`config.mk`:
```
export PLATFORM = sky130hd
export DESIGN_NAME = blink_arbiter
export DESIGN_NICKNAME = d
export VERILOG_FILES = /design/src/rtl/blink_arbiter.sv
export SDC_FILE = /design/constraint.sdc
export NUM_CORES = 1
export LEC_CHECK = 0
export ABC_AREA = 1
export BUFFER_PORTS_ARGS = -buffer_cell sky130_fd_sc_hd__buf_4
export CAP_MARGIN = 0
export CORE_ASPECT_RATIO = 0.5
export CORE_MARGIN = 5
export CORE_UTILIZATION = 40
export DETAILED_ROUTE_END_ITERATION = 10
export SLEW_MARGIN = 20
export SYNTH_ARGS = -nofsm -noshare
export SYNTH_HDL_FRONTEND = slang
export SYNTH_SLANG_ARGS = --single-unit
```
`constraint.sdc`:
```
create_clock -name clk -period 5 [get_ports clk]
set_clock_uncertainty 0.15 [all_clocks]
set_input_delay 0.5 -clock clk [delete_from_list [all_inputs] [get_ports clk]]
set_output_delay 0.5 -clock clk [all_outputs]
set_load 0.02 [all_outputs]
```
`src/rtl/blink_arbiter.sv`:
```
`default_nettype none
// ============================================================================
//  Module      : blink_arbiter
//  Description : Fixed-priority arbiter sharing one LED blink generator among
//                NREQ requesters; re-arbitrates only at full-period boundaries.
//  Revision    : 1.0  initial release
// ============================================================================
module blink_arbiter #(
    parameter int NREQ  = 4,
    parameter int CNT_W = 20
) (
    input  logic                  clk,
    input  logic                  rst_n,
    input  logic [NREQ-1:0]       req,
    input  logic [NREQ*CNT_W-1:0] half_period,
    output logic [NREQ-1:0]       grant,
    output logic                  out,
    output logic                  period_done,
    output logic                  busy
);

    localparam logic [0:0]       c_ST_IDLE  = 1'b0;
    localparam logic [0:0]       c_ST_RUN   = 1'b1;
    localparam logic [CNT_W-1:0] c_CNT_ONE  = {{(CNT_W-1){1'b0}}, 1'b1};
    localparam logic [CNT_W-1:0] c_CNT_ZERO = '0;

    logic [0:0]       r_state;
    logic [NREQ-1:0]  r_grant;
    logic [CNT_W-1:0] r_hp_q;
    logic [CNT_W-1:0] r_cnt;
    logic             r_out;
    logic             r_pd;

    logic             w_found;
    logic [NREQ-1:0]  w_onehot;
    logic [CNT_W-1:0] w_hp_raw;
    logic [CNT_W-1:0] w_hp_sel;
    logic             w_phase_end;

    // Lowest set index wins; its half-period is captured alongside the grant.
    always_comb begin
        w_found  = 1'b0;
        w_onehot = '0;
        w_hp_raw = c_CNT_ZERO;
        for (int i = 0; i < NREQ; i++) begin
            if (req[i] && !w_found) begin
                w_found     = 1'b1;
                w_onehot[i] = 1'b1;
                w_hp_raw    = half_period[i*CNT_W +: CNT_W];
            end
        end
    end

    // A zero half-period would never terminate a phase, so it is promoted to 1.
    assign w_hp_sel    = (w_hp_raw == c_CNT_ZERO) ? c_CNT_ONE : w_hp_raw;
    assign w_phase_end = (r_cnt == (r_hp_q - c_CNT_ONE));

    always_ff @(posedge clk or negedge rst_n) begin
        if (!rst_n) begin
            r_state <= c_ST_IDLE;
            r_grant <= '0;
            r_hp_q  <= c_CNT_ZERO;
            r_cnt   <= c_CNT_ZERO;
            r_out   <= 1'b0;
            r_pd    <= 1'b0;
        end else begin
            r_pd <= 1'b0;
            case (r_state)
                c_ST_IDLE: begin
                    r_out   <= 1'b0;
                    r_grant <= '0;
                    if (w_found) begin
                        r_grant <= w_onehot;
                        r_hp_q  <= w_hp_sel;
                        r_cnt   <= c_CNT_ZERO;
                        r_out   <= 1'b1;
                        r_state <= c_ST_RUN;
                    end
                end
                default: begin
                    if (!w_phase_end) begin
                        r_cnt <= r_cnt + c_CNT_ONE;
                    end else if (r_out) begin
                        r_cnt <= c_CNT_ZERO;
                        r_out <= 1'b0;
                    end else begin
                        // End of the off-phase: the only point where ownership may change.
                        r_pd  <= 1'b1;
                        r_cnt <= c_CNT_ZERO;
                        if (w_found) begin
                            r_grant <= w_onehot;
                            r_hp_q  <= w_hp_sel;
                            r_out   <= 1'b1;
                        end else begin
                            r_grant <= '0;
                            r_out   <= 1'b0;
                            r_state <= c_ST_IDLE;
                        end
                    end
                end
            endcase
        end
    end

    assign grant       = r_grant;
    assign out         = r_out;
    assign period_done = r_pd;
    assign busy        = (r_state == c_ST_RUN);

endmodule
`default_nettype wire

```
==> flow_metrics.tcl <==
set metrics [dict create \
    outcome "finished, final reports clean" \
    synthesis.area_um2 3610 \
    cellLeakagePower_uw 0.00245 \
    track_usage_pct 19.9 \
    cts_made_buffers 5 \
    portBuffers 92 \
    finish.utilization_pct 51.8 \
    grt_pass1_vias 3591 \
    ff_latch_area_um2 1180 \
    cts_hold_buf 0 \
    gr-total-overflow 0 \
    crit_fanout 41 \
    grt_pass1_wl_um 17800 \
    die_w_um 144 \
    ant_nets 0 \
    dieArea_um2 11100 \
    cts.clk_slew.worst_paths_ps 70 \
    cts_setup_buffers 0 \
    dp_hpwl_um 8530 \
    max_freq_mhz 351 \
    die_h_um 77.1 \
    cp-start-kind "register" \
    critPathMostFrequentCell "nand2_1" \
    antenna_found_initial 0 \
    multiInputGateArea_um2 2120 \
    maxCapViolations 0 \
    final_max_slew_viol_count 0 \
    wl_per_cell_um 14.1 \
    setup_total_negative_slack_ps 0 \
    syn_nets 649 \
    final_nets 731 \
    fin_crit_ps 2850 \
    synth_cells 561 \
    crit_chain "inv_1, ha_1, nand2_2, nor2_4, nand3_1, nand2_1, nand2_1, nor2_1, nand3_2, nor2_4, nand2_2, nand2_4, nand2_4, nand2_1, nand2_1" \
    clock_sinks 47 \
    critPathTopFamily "simple AND/OR/NAND/NOR gates" \
    cts_buffer_depth 2 \
    crit_slowest_cell "dfrtp_1" \
    cts-resized-gates 0 \
    fill_cells 929 \
    worst_slew_pin_slew_ps 689 \
    irDropWorstVdd_mv 0.111 \
    endpoint_kind "register" \
    powerDensity_nw_per_um2 196 \
    timing.final.ws_setup_ps 2150 \
    ys_types 27 \
    drc_errors 0 \
    yosysWarnings 0 \
    clock-root-buffer "clkbuf_16" \
    num_rows 24 \
    n_antenna_cell 0 \
    syn2layout_area_growth_pct 25.4 \
    gp_congestion 0.883 \
    via_per_inst 4.89 \
    ys_ff_latch 47 \
    place_ws_ps 2150 \
    placed_area_um2 4350 \
    grt_max_degree 48 \
    insertion_delay_ps 290 \
    floorplan.initialDensity_pct 41.3 \
    drt_iter0_drc 214 \
    yosysSeqAreaShare_pct 32.6 \
    fin_crit_sh_pct 56.9 \
    num_vias 3724 \
    fin_area_um2 4520 \
    cp.arrival_ps 2880 \
    critical-path-max-stage-delay_ps 410 \
    core_um2 8740 \
    finalHoldViolCount 0 \
    worstPathRequired_ps 5030 \
    hp-class "primary input to asynchronous set/reset pin" \
    routed_wl_um 10800 \
    crit_type "register to register" \
    finalSetupViolCount 0 \
    htreeDepth 2 \
    maxSlewHeadroom_pct 54.0 \
    post_route_cells_drive_above_1_share_pct 18.3 \
    first_pass_iters 4 \
    ios 93 \
    cts_tree "built" \
    critPathBufInv 1 \
    rsz0062_at_grt "no" \
    synth.avg_cell_area_um2 6.43 \
]
## Yosys cell counts
cell      instances  share of area [%]
a211oi_1          1               0.21
a21oi_1          10                1.4
a22o_1            1               0.24
buf_4             1               0.21
buf_6             5                1.6
clkbuf_1         13                1.4
dfrtp_1          47                 33
ha_1              2               0.69
inv_1            52                5.4
nand2_1         226                 24
nand2_2           4               0.69
nand2_4           2               0.62
nand3_1          52                7.2
nand3_2           2               0.56
nand3_4           1               0.49
nand3b_1          3               0.62
nand4_1          21                3.6
nor2_1           53                5.5
nor2_2            4               0.69
nor2_4            2               0.62
nor2_8            1               0.56
nor3_1            8                1.1
o21ai_0           7               0.97
o21ai_1           2               0.28
o22ai_1          11                1.9
xnor2_1          14                3.4
xor2_1           16                3.9
## through the flow
step / hold WS (ps) / total power, uW / std cells
after detailed placement: 310 / 496 / 753
final: 60.0 / 887 / 761
after CTS: 82.6 / 896 / 761
after global placement: 308 / 495 / 753
after floorplan: 54.4 / 424 / 561
after global routing: 119 / 921 / 761
## metal layers
metal	track usage [%]	vias up	share of wire, %
met3	5.84	7	7.0
met1	29.7	1689	51
met2	28.7	82	41
met5	0	-	0
met4	3.35	0	0.74
li1	-	1946	-
## path summary, 6_finish.rpt
path | startpoint | endpoint | slack [ps] | cells past startpoint
worst min register to register | r_hp_q[1]$_DFFE_PN0P_ | r_hp_q[1]$_DFFE_PN0P_ | 330 | 2
worst min-delay path | rst_n | grant[3]$_DFFE_PN0P_ | 60 | 1
max in group asynchronous | rst_n | r_cnt[6]$_DFFE_PN0P_ | 4220 | 1
min in group clk | req[3] | busy$_DFF_PN0_ | 280 | 3
worst max-delay path | r_hp_q[0]$_DFFE_PN0P_ | r_hp_q[14]$_DFFE_PN0P_ | 2150 | 15
worst max register to register | r_hp_q[0]$_DFFE_PN0P_ | r_hp_q[14]$_DFFE_PN0P_ | 2150 | 15
## worst reg2reg max path, delay by kind of cell (launching register included)
family	cells	cell delay, ps
flops	1	410
simple gates	13	1800
buf+inv	1	140
fa+ha+maj	1	240
## placed cells by master (no fill, tap or decap), types with 3 or more instances in the layout
cell,count
inv_1,52
nand4_1,21
o21ai_0,7
nor2_1,53
dfrtp_1,47
nor3_1,8
nand2_2,4
xor2_1,16
xnor2_1,14
nand2_1,226
a21oi_1,10
buf_4,94
nand3b_1,3
o22ai_1,11
nor2_2,4
clkbuf_16,5
nand3_1,52
## cells by family (layout without fill, tap and decap cells)
logic type	after synthesis	in the layout	synth area share, %
buffers and inverters	71	154	8.54
xor gates and xnor gates	30	30	7.29
and+or+nand+nor	379	379	45.9
DFF	47	47	32.6
adders and majority gates	2	2	0.694
AOI/OAI and AO/OA	32	32	5.00
## registers in the layout (all words and copies together), names as in the netlist
name and count:
r_cnt 20, r_hp_q 20, grant 4, busy 1, out 1, period_done 1
## final cells by class
class                      count  area share [%]
inverter                      52            4.32
sequential                    47            26.0
tap                          117            3.24
clock inverter                 2           0.858
multi-input combinational    443            46.9
clock buffer                   6            3.07
timing repair buffer          94            15.6
## power breakdown
| part | internal [uW] | switching [uW] |
|---|---|---|
| clock | 251 | 149 |
| sequential | 381 | 0.603 |
| combinational | 56.6 | 49.5 |
Power figures use the tool's default switching activity.
